$ cat src/rtl/ram_arbiter.sv
// Round-robin arbiter letting two masters share one block RAM port.
// Out-of-window addresses are acknowledged with err and never reach the RAM.
module ram_arbiter #(
  parameter int          ABITS = 32,
  parameter int          DBITS = 32,
  parameter int unsigned BASE  = 32'd0,
  parameter int unsigned SIZE  = 32'd1024
) (
  input  logic             clka,
  input  logic             reset_n,
  input  logic             r0_req,
  input  logic             r0_we,
  input  logic [ABITS-1:0] r0_addr,
  input  logic [DBITS-1:0] r0_wdata,
  input  logic             r1_req,
  input  logic             r1_we,
  input  logic [ABITS-1:0] r1_addr,
  input  logic [DBITS-1:0] r1_wdata,
  output logic             r0_ack,
  output logic             r0_err,
  output logic             r0_rvalid,
  output logic [DBITS-1:0] r0_rdata,
  output logic             r1_ack,
  output logic             r1_err,
  output logic             r1_rvalid,
  output logic [DBITS-1:0] r1_rdata,
  output logic             mem_en,
  output logic             mem_we,
  output logic [ABITS-1:0] mem_addr,
  output logic [DBITS-1:0] mem_wdata,
  input  logic [DBITS-1:0] mem_rdata
);

  typedef enum logic [1:0] {
    IDLE  = 2'd0,
    CMD   = 2'd1,
    RDATA = 2'd2
  } state_t;

  // Window limit is one bit wider so BASE+SIZE cannot wrap.
  localparam logic [ABITS:0] BASE_W  = (ABITS+1)'(BASE);
  localparam logic [ABITS:0] LIMIT_W = BASE_W + (ABITS+1)'(SIZE);

  function automatic logic in_window(input logic [ABITS-1:0] addr);
    in_window = ({1'b0, addr} >= BASE_W) && ({1'b0, addr} < LIMIT_W);
  endfunction

  state_t             state_r, state_s;
  logic               last_r, last_s;
  logic               win_r, win_s;
  logic [1:0]         ack_r, ack_s;
  logic [1:0]         err_r, err_s;
  logic [1:0]         rvalid_r, rvalid_s;
  logic [DBITS-1:0]   rdata0_r, rdata0_s;
  logic [DBITS-1:0]   rdata1_r, rdata1_s;
  logic               mem_en_r, mem_en_s;
  logic               mem_we_r, mem_we_s;
  logic [ABITS-1:0]   mem_addr_r, mem_addr_s;
  logic [DBITS-1:0]   mem_wdata_r, mem_wdata_s;

  logic               pick_s;
  logic               sel_we_s;
  logic [ABITS-1:0]   sel_addr_s;
  logic [DBITS-1:0]   sel_wdata_s;

  // Winner selection: on a tie the port that was not granted last wins.
  always_comb begin
    pick_s = 1'b0;
    if (r0_req && r1_req) begin
      pick_s = ~last_r;
    end else begin
      pick_s = r1_req;
    end
    sel_we_s    = pick_s ? r1_we    : r0_we;
    sel_addr_s  = pick_s ? r1_addr  : r0_addr;
    sel_wdata_s = pick_s ? r1_wdata : r0_wdata;
  end

  // Next-state and next-output logic for the arbitration FSM.
  always_comb begin
    state_s     = state_r;
    last_s      = last_r;
    win_s       = win_r;
    ack_s       = 2'b00;
    err_s       = 2'b00;
    rvalid_s    = 2'b00;
    rdata0_s    = rdata0_r;
    rdata1_s    = rdata1_r;
    mem_en_s    = mem_en_r;
    mem_we_s    = mem_we_r;
    mem_addr_s  = mem_addr_r;
    mem_wdata_s = mem_wdata_r;
    case (state_r)
      IDLE: begin
        if (r0_req || r1_req) begin
          win_s          = pick_s;
          last_s         = pick_s;
          ack_s[pick_s]  = 1'b1;
          err_s[pick_s]  = ~in_window(sel_addr_s);
          mem_en_s       = in_window(sel_addr_s);
          mem_we_s       = sel_we_s;
          mem_addr_s     = sel_addr_s;
          mem_wdata_s    = sel_wdata_s;
          state_s        = CMD;
        end else begin
          mem_en_s = 1'b0;
          mem_we_s = 1'b0;
        end
      end
      CMD: begin
        mem_we_s = 1'b0;
        // mem_en low here means the address was rejected.
        if (mem_en_r && !mem_we_r) begin
          mem_en_s = 1'b1;
          state_s  = RDATA;
        end else begin
          mem_en_s = 1'b0;
          state_s  = IDLE;
        end
      end
      RDATA: begin
        mem_en_s        = 1'b0;
        rvalid_s[win_r] = 1'b1;
        if (win_r) begin
          rdata1_s = mem_rdata;
        end else begin
          rdata0_s = mem_rdata;
        end
        state_s = IDLE;
      end
      default: begin
        mem_en_s = 1'b0;
        mem_we_s = 1'b0;
        state_s  = IDLE;
      end
    endcase
  end

  // State and output registers with synchronous active-low reset.
  always_ff @(posedge clka) begin
    if (!reset_n) begin
      state_r     <= IDLE;
      last_r      <= 1'b1;
      win_r       <= 1'b0;
      ack_r       <= 2'b00;
      err_r       <= 2'b00;
      rvalid_r    <= 2'b00;
      rdata0_r    <= '0;
      rdata1_r    <= '0;
      mem_en_r    <= 1'b0;
      mem_we_r    <= 1'b0;
      mem_addr_r  <= '0;
      mem_wdata_r <= '0;
    end else begin
      state_r     <= state_s;
      last_r      <= last_s;
      win_r       <= win_s;
      ack_r       <= ack_s;
      err_r       <= err_s;
      rvalid_r    <= rvalid_s;
      rdata0_r    <= rdata0_s;
      rdata1_r    <= rdata1_s;
      mem_en_r    <= mem_en_s;
      mem_we_r    <= mem_we_s;
      mem_addr_r  <= mem_addr_s;
      mem_wdata_r <= mem_wdata_s;
    end
  end

  assign r0_ack    = ack_r[0];
  assign r1_ack    = ack_r[1];
  assign r0_err    = err_r[0];
  assign r1_err    = err_r[1];
  assign r0_rvalid = rvalid_r[0];
  assign r1_rvalid = rvalid_r[1];
  assign r0_rdata  = rdata0_r;
  assign r1_rdata  = rdata1_r;
  assign mem_en    = mem_en_r;
  assign mem_we    = mem_we_r;
  assign mem_addr  = mem_addr_r;
  assign mem_wdata = mem_wdata_r;

endmodule

$ cat config.mk
export PLATFORM = sky130hd
export DESIGN_NAME = ram_arbiter
export DESIGN_NICKNAME = d
export VERILOG_FILES = /design/src/rtl/ram_arbiter.sv
export SDC_FILE = /design/constraint.sdc
export NUM_CORES = 1
export LEC_CHECK = 0
export CORE_UTILIZATION = 40
export DETAILED_ROUTE_END_ITERATION = 12
export GPL_ROUTABILITY_DRIVEN = 0
export PLACE_DENSITY = 0.81
export SLEW_MARGIN = 20
export SYNTH_ARGS = -nofsm -noshare
export SYNTH_HDL_FRONTEND = slang
export SYNTH_SLANG_ARGS = --single-unit
$ cat constraint.sdc
create_clock -name clka -period 1.6 [get_ports clka]
set_input_delay 0.24 -clock clka [delete_from_list [all_inputs] [get_ports clka]]
set_output_delay 0.24 -clock clka [all_outputs]
set_load 0.1 [all_outputs]
# Word-level counts from Yosys, hierarchy flattened
# Index checks and enable logic that the tools add are counted.
# classes
mux,16
addsub,0
n_eq_ne,3
n_lt_le_gt_ge,5
shifts,0
div,0
multipliers,0
n_bitwise,4
reduce_logical,12
# op_table
operator,n
32-bit 2-to-1 mux,2
"32-bit by 11-bit < comparator with 1-bit output, second input constant",1
2-bit AND reduction,4
1-bit 2-to-1 mux,7
1-bit logical AND,4
"1-bit by 2-bit < comparator with 1-bit output, second input constant",2
2-bit 2-to-1 mux,2
1-bit one-hot mux with 2 select lines,2
2-bit one-hot mux with 2 select lines,1
1-bit inverter,3
3-bit AND reduction,1
2-bit AND,1
1-bit demux with 1-bit select,2
"2-bit by 1-bit equality test with 1-bit output, second input constant",1
"2-bit equality test, second input constant",1
"1-bit greater-or-equal comparator, second input constant",2
2-bit logical NOT,1
"2-bit inequality test, second input constant",1
1-bit logical NOT,1
1-bit logical OR,1
# word_totals
output_inout_bits,136
latchBits,0
romBits,0
ram_bits,0
in_bits,166
regBits,140
memories,0

# Longest topological paths before layout
# Gate-level depths: netlist of the first run.
# depth
depth_word,7
mapped_depth,7
mapped_depth_nobuf,5

# Least setup slack after synthesis of the first run
# No wires, ideal clock.
# synth_timing
kind,register to register
from,reg mem_en_r (netlist: mem_en)
to,reg mem_en_r (netlist: mem_en)
synth_period_minus_slack_ns,1.411
n_path_buf,0
t_arrival_ns,1.330
required_time_ns,1.519
setup_ns,0.081
path_stages_with_launch,3
path_slack_ns,0.189
path_cell_list,dfxtp_1 nand4b_1 o22ai_2
# synth_between
elab_chain_len,3
# synth_lines
element,line_no,source
from (decl),56,"logic mem_en_r, mem_en_s;"
from (signal assigned),163,mem_en_r <= mem_en_s;
1-bit logical AND,113,if (mem_en_r && !mem_we_r) begin
1-bit 2-to-1 mux,113,
1-bit one-hot mux with 2 select lines,93,case (state_r)
# Every way passes these cells.
# A chain may end at the register's enable or synchronous reset.

# Worst setup path after layout of the first run
# layout_timing
from,in r1_req
to,reg mem_wdata_r[0] (netlist: mem_wdata[0])
# layout_between
elab_chain_len,3
word_cells_on_any_way,5
cone_classes,2 x mux; 3 x reduce/logical
# layout_lines
element,line_no,source
from (decl),15,"input logic r1_req,"
1-bit logical AND,69,if (r0_req && r1_req) begin
1-bit 2-to-1 mux,69,
32-bit 2-to-1 mux,76,sel_wdata_s = pick_s ? r1_wdata : r0_wdata;
to (signal assigned),166,mem_wdata_r <= mem_wdata_s;
to (decl),59,"logic [DBITS-1:0] mem_wdata_r, mem_wdata_s;"
# Several ways; a longest one is shown, not always the timed one.

==> results.tsv, run 1 <==
stage	metric	value	unit
critical_path	Crit. End Element	flip-flop	
floorplan	FP Rows	43	
synth	most common cell in the netlist	nand2_1	
floorplan	starting density of the core	41.6	%
synth	EDFF count, synth	0	
critical_path	Worst Setup Path Type	in -> reg	
sta	worst hold slack	0.143	ns
sta	Clock Skews	0.00719	ns
floorplan	IO Count	302	
final_layout	Antenna Diode Count	0	
clocking	maximum clock path buffer count	2	
critical_path	crit path DAT	1.82	ns
clocking	Post-CTS Setup Bufs	0	
final_layout	Nets	1092	
sta	fin crit period	1.53	ns
sta	max-slew violations	0	
global_routing	first-pass GRT wire length	30800	um
synth	post-synth top area cell	dfxtp_1	
sta	setup_tns	0	ns
sta	RSZ-0062 raised after global routing	no	
synth	Unique masters post-synth	31	
synth	cell count after synthesis	621	
clocking	clock sink count	140	
final_layout	layout cells sized above 1	21.9	%
global_routing	initial antenna violation count	1	
sta	endpoints failing hold	0	
synth	Synth warnings	0	
synth	synthesized area per cell	9.41	um^2
global_routing	vias in the first global route	5867	
clocking	htree depth	4	
sta	relative slew slack	67.2	%
synth	Post-synth top cells	nand2_1 (198), dfxtp_1 (140), mux2i_1 (65)	
sta	Max Clk Rate	656	MHz
floorplan	core area	14000	um^2
clocking	Hold Buf Count CTS	0	
clocking	clk slew on worst S/H paths	0.06	ns
global_routing	grt total ovfl	0	
detailed_routing	WL/cell	18.4	um
synth	largest cells by area after synthesis	dfxtp_1 (48%), nand2_1 (13%), mux2i_1 (11%), o211a_1 (11%), a21boi_0 (7.8%)	
floorplan	die outline height	123	um
clocking	CTS tree	done	
global_routing	Total GRT Usage	27.2	%
critical_path	crit start category	primary input	
global_routing	largest net degree at the start of global routing	57	
clocking	Clk Tree Root Cell	clkbuf_16	
place	PortBufs	301	
synth	FF+latch count, synth	140	
hold_path	HP Class	in -> reg	
detailed_routing	Post-DRT Antenna Nets	0	
clocking	Num CTS Buffers	17	
synth	top-area cell type share of the netlist area	48.0	%
clocking	CTS resizes	0	
flow_run	Max-Cap Viols	0	
sta	slew at the pin closest to its max-slew limit	0.487	ns
critical_path	Max Fanout on Critical Path	14	
floorplan	Die X-Extent	123	um
synth	Cell Area, Synth	5840	um^2
detailed_routing	vias per std cell	5.15	
pwr	P per Cell Area	947	nW/um^2
critical_path	Critical Path RT	1.89	ns
critical_path	R2R setup slack	0.15	ns
final_layout	Layout area overhead	91.2	%
detailed_routing	# DRC	0	
sta	final period utilization	95.3	%
pwr	Pleak	4.81	nW
status	status	complete, no violations	
detailed_routing	DR pass1 iterations	4	
sta	Final setup viols	0	
synth	Top FF cell, synth	dfxtp_1	
floorplan	DIE AREA	15100	um^2
detailed_routing	total wire length	20500	um
place	DP HPWL	15200	um
pwr	Peak VDD IR	0.735	mV
detailed_routing	Vias	5763	
clocking	clk_lat worst skew	0.41	ns
synth	Synth async-reset ratio	0	%
synth	Post-Syn Nets	787	
synth	sequential element share of the synthesized area	48.0	%
detailed_routing	Starting DRT DRC Count	337	
-- cells by family after synthesis --
kind of cell / synth area share, %
muxes: 11.1
DFF: 48.0
buffers and inverters: 4.54
AOI/OAI and AO/OA: 20.2
and+or+nand+nor: 16.1
-- cell usage in the layout (no fill, tap or decap), types with 2 or more instances in the layout --
| master | count |
|---|---|
| and2_1 | 2 |
| clkbuf_1 | 6 |
| buf_4 | 23 |
| dfxtp_1 | 140 |
| clkinv_2 | 3 |
| nand4_1 | 2 |
| clkbuf_16 | 17 |
| mux2i_1 | 65 |
| nor4_1 | 9 |
| nor2b_1 | 2 |
| a21boi_1 | 4 |
| o211a_1 | 64 |
| nor2b_2 | 2 |
| a21oi_1 | 2 |
| clkdlybuf4s50_1 | 164 |
| nand2_1 | 198 |
| a21boi_0 | 61 |
| and3_1 | 2 |
| buf_12 | 150 |
| clkbuf_8 | 3 |
| clkinvlp_4 | 3 |
| nor2_1 | 5 |
-- power by group --
group	leakage, nW	internal, mW	total (mW)	switching (mW)
sequential	1.15	3.67	3.87	0.200
combinational	3.42	1.37	3.19	1.81
clock	0.250	2.10	3.52	1.42
total	4.81	7.14	10.6	3.44
-- final timing paths --
check / from / endpoint / cells past startpoint
setup / recovery: r1_req / mem_wdata[0] / 7
hold / removal: reset_n / last_r / 2
setup reg to reg: last_r / mem_wdata[0] / 6
hold reg to reg: r1_rdata[13] / r1_rdata[13] / 2
-- per-stage QoR --
stage               cell area, um^2  instances  power, mW  utilization [%]  setup slack [ns]
floorplan                      5840        621       5.60                -             0.189
global placement              10600       1087       7.06             75.8            -0.248
detailed placement            10600       1087       7.11             75.8            -0.309
CTS                           11200       1119       10.6             79.5            0.0841
global route                  11200       1119       10.9             79.5            0.0232
finish                        11200       1119       10.6             79.5            0.0747
-- sequential cells by signal, summed over array words and instances, names as in the netlist --
| signal | count |
|---|---|
| r1_rdata | 32 |
| state_r | 2 |
| ack_r | 2 |
| err_r | 2 |
| r0_rdata | 32 |
| mem_addr | 32 |
| last_r | 1 |
| mem_en | 1 |
| mem_we | 1 |
| mem_wdata | 32 |
| win_r | 1 |
| rvalid_r | 2 |
-- worst max-delay path: stages --
cell             delay [ns]
clkdlybuf4s50_1        0.51
a21boi_4               0.23
buf_12                 0.19
buf_12                 0.15
mux2i_1                0.26
nand2_1                0.10
o211a_1                0.13
-- metal layers --
| layer | track usage, % | routed length [um] | vias to the layer above |
|---|---|---|---|
| li1 | - | - | 2748 |
| met1 | 29.3 | 7630 | 2733 |
| met2 | 48.1 | 10700 | 243 |
| met3 | 9.71 | 1670 | 39 |
| met4 | 10.8 | 524 | 0 |
| met5 | 0 | 0 | - |
-- area by class of cell --
| type | count | area [um^2] |
|---|---|---|
| Multi-Input combinational cell | 429 | 2790 |
| Timing Repair Buffer | 337 | 4820 |
| Fill cell | 842 | 2880 |
| Clock inverter | 6 | 37.5 |
| Inverter | 1 | 3.75 |
| Tap cell | 180 | 225 |
| Sequential cell | 140 | 2800 |
| Clock buffer | 26 | 489 |
Note: power is estimated with default switching activity, not from simulation.
==> run 2, diff against run 1 <==
--- a/config.mk
+++ b/config.mk
@@ -5,10 +5,14 @@
 export SDC_FILE = /design/constraint.sdc
 export NUM_CORES = 1
 export LEC_CHECK = 0
-export CORE_UTILIZATION = 40
+export CELL_PAD_IN_SITES_DETAIL_PLACEMENT = 1
+export CELL_PAD_IN_SITES_GLOBAL_PLACEMENT = 1
+export CORE_ASPECT_RATIO = 1.5
+export CORE_UTILIZATION = 28
 export DETAILED_ROUTE_END_ITERATION = 12
 export GPL_ROUTABILITY_DRIVEN = 0
-export PLACE_DENSITY = 0.81
+export PLACE_DENSITY_LB_ADDON = 0.1
+export RECOVER_POWER = 50
 export SLEW_MARGIN = 20
 export SYNTH_ARGS = -nofsm -noshare
 export SYNTH_HDL_FRONTEND = slang
==> run 2 against run 1 <==
  * First-iteration DRC count down 51%
  * Total power is 1.0% lower
  * Sequential share of layout area up 4.7 points
  * Flip-flop and latch count unchanged
  * Combinational power fell by 16%
  * Die area up 42%
  * Worst setup slack got worse by 0.025 ns
  * Sequential power shrank 3%
  * Clock-buffer cell count decreased by 8
  * Critical path depth stayed put
  * Hold slack improved by 0.081 ns
  * Global-route usage decreased by 6.5 points
  * Largest power group is now clock
==> results.tsv, run 2 (synthesis results as in run 1) <==
stage	metric	value	unit	change
status	status	complete, no violations		unchanged
global_routing	grt total ovfl	0		unchanged
critical_path	Crit. End Element	flip-flop		unchanged
sta	RSZ-0062 raised after global routing	no		unchanged
final_layout	commonest non-fill, non-tap cells in the layout	nand2_1 (198), clkdlybuf4s50_1 (163), dfxtp_1 (140)		was nand2_1 (198), clkdlybuf4s50_1 (164), buf_12 (150)
floorplan	DIE AREA	21500	um^2	was 15,100 um^2
critical_path	crit path DAT	1.86	ns	was 1.82 ns
critical_path	Max Fanout on Critical Path	16		was 14
global_routing	Total GRT Usage	20.7	%	was 27.2%
sta	slew at the pin closest to its max-slew limit	0.570	ns	was 0.487 ns
clocking	Clk Tree Root Cell	clkbuf_16		unchanged
clocking	htree depth	4		unchanged
detailed_routing	Vias	5798		was 5,763
place	DP HPWL	17300	um	was 15,200 um
clocking	maximum clock path buffer count	2		unchanged
floorplan	Die X-Extent	120	um	was 123 um
sta	Final setup viols	0		unchanged
sta	relative slew slack	62.1	%	was 67.2%
clocking	Hold Buf Count CTS	0		unchanged
floorplan	FP Rows	64		was 43
clocking	clk_lat worst skew	0.42	ns	was 0.41 ns
global_routing	initial antenna violation count	0		was 1
detailed_routing	WL/cell	18.3	um	was 18.4 um
final_layout	layout cells sized above 1	22.9	%	was 21.9%
final_layout	Non-Filler Instances	1207		was 1,119
pwr	Peak VDD IR	0.579	mV	was 0.735 mV
critical_path	Reg2Reg Launch Point	last_r		unchanged
detailed_routing	DR pass1 iterations	4		unchanged
pwr	P per Cell Area	1110	nW/um^2	was 947 nW/um^2
clocking	CTS resizes	0		unchanged
floorplan	die outline height	179	um	was 123 um
clocking	Num CTS Buffers	17		unchanged
place	PortBufs	301		unchanged
place	dpl cells	1175		was 1,087
final_layout	Nets	1096		was 1,092
hold_path	HP Start	reset_n		unchanged
final_layout	Layout area overhead	60.8	%	was 91.2%
detailed_routing	total wire length	22100	um	was 20,500 um
sta	max-slew violations	0		unchanged
hold_path	HP Class	in -> reg		unchanged
final_layout	leading cell type in the layout, fill and taps excluded	nand2_1		unchanged
global_routing	largest net degree at the start of global routing	45		was 57
pwr	Pleak	4.43	nW	was 4.81 nW
sta	final period utilization	96.9	%	was 95.3%
clocking	clock sink count	140		unchanged
critical_path	Worst Setup Path Type	in -> reg		unchanged
floorplan	IO Count	302		unchanged
global_routing	first-pass GRT wire length	34100	um	was 30,800 um
floorplan	starting density of the core	28.6	%	was 41.6%
detailed_routing	Starting DRT DRC Count	165		was 337
floorplan	core area	20400	um^2	was 14,000 um^2
final_layout	share of the core filled with cells	46.0	%	was 79.5%
clocking	CTS tree	done		unchanged
final_layout	Design Area, Final	9390	um^2	was 11,200 um^2
critical_path	Crit. Startpoint	r0_req		was r1_req
sta	Max Clk Rate	645	MHz	was 656 MHz
sta	endpoints failing hold	0		unchanged
detailed_routing	Post-DRT Antenna Nets	0		unchanged
detailed_routing	vias per std cell	4.80		was 5.15
global_routing	vias in the first global route	6458		was 5,867
sta	Clock Skews	0.00971	ns	was 0.00719 ns
critical_path	Critical Path RT	1.91	ns	was 1.89 ns
flow_run	Max-Cap Viols	0		unchanged
sta	fin crit period	1.55	ns	was 1.53 ns
final_layout	fillers	2377		was 842
detailed_routing	# DRC	0		unchanged
place	Post-DP Area	10700	um^2	was 10,600 um^2
final_layout	Antenna Diode Count	0		unchanged
clocking	Post-CTS Setup Bufs	0		unchanged
critical_path	crit start category	primary input		unchanged
clocking	clk slew on worst S/H paths	0.06	ns	about the same
-- run 2: where the power goes --
part           internal (mW)  switching (mW)
clock                   2.37            1.64
sequential              3.66           0.107
combinational          0.886            1.81
-- run 2: path summary, 6_finish.rpt --
kind / end / depth (start not counted) / slack [ns]
worst max-delay path: mem_addr[26] / 7 / 0.05
worst min-delay path: last_r / 2 / 0.22
worst max register to register: mem_addr[26] / 6 / 0.19
worst min register to register: r1_rdata[31] / 2 / 0.45
-- run 2: metrics by stage --
stage                     hold slack (ns)  total power [mW]  TNS, ns  setup slack (ns)
after detailed placement            0.489              7.13   -12.46            -0.275
after floorplan                     0.375              5.60        0             0.189
final                               0.224              10.5        0            0.0495
after CTS                           0.206              11.2        0             0.171
after global routing                0.230              10.9        0           0.00817
after global placement              0.480              7.08    -9.67            -0.196
-- run 2: layer usage --
metal,part of all wire (%),track usage (%)
met1,36,19.6
met2,54,40.0
met3,6.7,7.22
met4,4.0,8.13
met5,0,0
-- run 2: area by class of cell --
cell class,instances,area [um^2],area share [%]
timing repair buffer,341,2870,30.6
sequential,140,2800,29.8
multi-input combinational,429,2790,29.7
clock buffer,18,439,4.68
tap,264,330,3.52
clock inverter,14,155,1.65
inverter,1,3.75,0.0400
-- run 2: worst max-delay path, cell delays in order --
cell,delay [ns]
dlygate4sd3_1,0.61
a21boi_4,0.21
buf_4,0.17
buf_12,0.17
mux2i_1,0.25
nand2_1,0.09
o211a_1,0.13
==> RTL edit: new RTL, settings of run 1 <==
Set the parameter `ABITS` to 64 (it was 32).
--- a/src/rtl/ram_arbiter.sv
+++ b/src/rtl/ram_arbiter.sv
@@ -1,7 +1,7 @@
 // Round-robin arbiter letting two masters share one block RAM port.
 // Out-of-window addresses are acknowledged with err and never reach the RAM.
 module ram_arbiter #(
-  parameter int          ABITS = 32,
+  parameter int          ABITS = 64,
   parameter int          DBITS = 32,
   parameter int unsigned BASE  = 32'd0,
   parameter int unsigned SIZE  = 32'd1024
Interface: changed (resized mem_addr, r0_addr and r1_addr); port bits go from 302 to 398. No check against the original RTL was run, so the function may have changed too.
==> RTL edit against run 1 <==
- the run now ends with setup timing left
- utilization rose by 2.1 points
- design area rose by 27%
- wire length rose by 46%
- sequential cell count rose by 32
- power rose by 32%
- worst setup slack got worse by 0.14 ns
- synthesized area rose by 23%
- critical path depth fell by 1
- critical path type unchanged
==> RTL edit: results (changes against run 1) <==
leakage: 5.49 nW (was 4.81 nW)
HPWL after DPL: 22,000 microns (was 15,200 microns)
drt first pass iters: 5 (was 4)
net total in the final layout: 1,543 (was 1,092)
failing checks: setup timing
maximum vdd drop: 0.754 mV (was 0.735 mV)
Max-slew headroom: 70.0% (was 67.2%)
status: finished with violations (was completed)
routed wire length: 29,900 microns (was 20,500 microns)
Synth top cells by count: 329 x nand2_1, 172 x dfxtp_1, 106 x nor2_1 (was 198 x nand2_1, 140 x dfxtp_1, 65 x mux2i_1)
sequential-to-total area share from yosys stat: 47.8% (was 48.0%)
Largest register FFs: 64
synth top area cells: dfxtp_1 48%, nand2_1 17%, a311oi_1 8.4% (was dfxtp_1 48%, nand2_1 13%, mux2i_1 11%)
vias in the first global route: 8,403 (was 5,867)
Area after DPL: 13,500 sq um (was 10,600 sq um)
All-Layer GR Usage: 31.2% (was 27.2%)
cell internal pwr: 9.11 mW (was 7.14 mW)
Mapped Nets: 1,128 (was 787)
largest net degree at the start of global routing: 63 (was 57)
pre-CTS worst setup slack: -0.480 ns (was -0.309 ns)
Worst Setup Slack, final: -0.0694 ns (was 0.0747 ns)
final setup vio count: 1 (was 0)
Worst Skew: 0.0147 ns (was 0.00719 ns)
later-pin clock latency in the skew report: 0.43 ns (was 0.41 ns)
Max Fanout on Critical Path: 14 (unchanged)
post-synth cell types: 29 (was 31)
CTS Buf Count: 17 (unchanged)
I/O Buffers: 397 (was 301)
global-route wire length before repair: 43,800 microns (was 30,800 microns)
initial antenna violation count: 2 (was 1)
Critical-path top delay cell: clkdlybuf4s50_1 (unchanged)
Iter 0 DRT Violations: 426 (was 337)
total number of vias: 8,477 (was 5,763)
peak per-stage delay on the critical path: 0.60 ns (was 0.51 ns)
share of cells above drive strength 1: 23.5% (was 21.9%)
-- RTL edit: tightest hold or removal path, stage by stage --
cell	delay [ns]
clkdlybuf4s50_1	0.39
nand2_1	0.05
a311oi_1	0.07
-- RTL edit: final cells by class --
type / count / area, sq um
sequential: 172 / 3440
clock buffer: 20 / 447
timing repair buffer: 471 / 6430
fill: 968 / 3200
tap: 225 / 282
multi-input combinational: 649 / 3420
antenna: 3 / 7.51
inverter: 2 / 10.0
clock inverter: 12 / 185
-- RTL edit: kinds of logic (layout without fill, tap and decap cells) --
| family | after synthesis | after routing | synth area share (%) |
|---|---|---|---|
| simple gates | 480 | 480 | 26.5 |
| other cells | 0 | 3 | 0 |
| mux | 1 | 1 | 0.139 |
| flops | 172 | 172 | 47.8 |
| compound gates | 168 | 168 | 19.9 |
| buf+inv | 77 | 505 | 5.63 |
-- RTL edit: final timing paths --
| check | start | endpoint | slack (ns) | cells past startpoint |
|---|---|---|---|---|
| hold reg to reg | state_r[1] | state_r[1] | 0.48 | 1 |
| setup reg to reg | state_r[1] | mem_addr[13] | -0.04 | 5 |
| setup / recovery | r0_req | mem_addr[13] | -0.07 | 6 |
| hold / removal | r1_wdata[16] | mem_wdata[16] | 0.38 | 3 |
-- RTL edit: metal layers --
| layer | share of wire, % | routed length [microns] | track usage (%) |
|---|---|---|---|
| met1 | 35 | 10400 | 32.8 |
| met2 | 50 | 14900 | 54.5 |
| met3 | 9.4 | 2820 | 10.3 |
| met4 | 5.8 | 1720 | 18.0 |
| met5 | 0 | 0 | 0 |
-- RTL edit: repair_timing --
action / in CTS / in global routing
pin swaps: 0 / 1
gates cloned: 0 / 1
gates resized for setup: 2 / 5
endpoints found under the setup margin: 2 / 4
-- RTL edit: stage by stage --
| step | setup TNS [ns] | power, mW | instances |
|---|---|---|---|
| 5_1_grt | -0.153 | 14.4 | 1552 |
| 4_1_cts | 0 | 14.0 | 1550 |
| 6_report | -0.0694 | 14.0 | 1554 |
| 2_1_floorplan | 0 | 7.37 | 898 |
| 3_3_place_gp | -22.04 | 9.49 | 1518 |
| 3_5_place_dp | -27.20 | 9.55 | 1518 |
-- RTL edit: power by group through the flow --
stage / clock network [mW] / registers (mW) / logic, mW
final: 4.47 / 4.83 / 4.70
after global routing: 4.70 / 4.85 / 4.85
after CTS: 4.53 / 4.82 / 4.67
after detailed placement: 0 / 4.91 / 4.64
after global placement: 0 / 4.90 / 4.59
after floorplan: 0 / 6.56 / 0.805
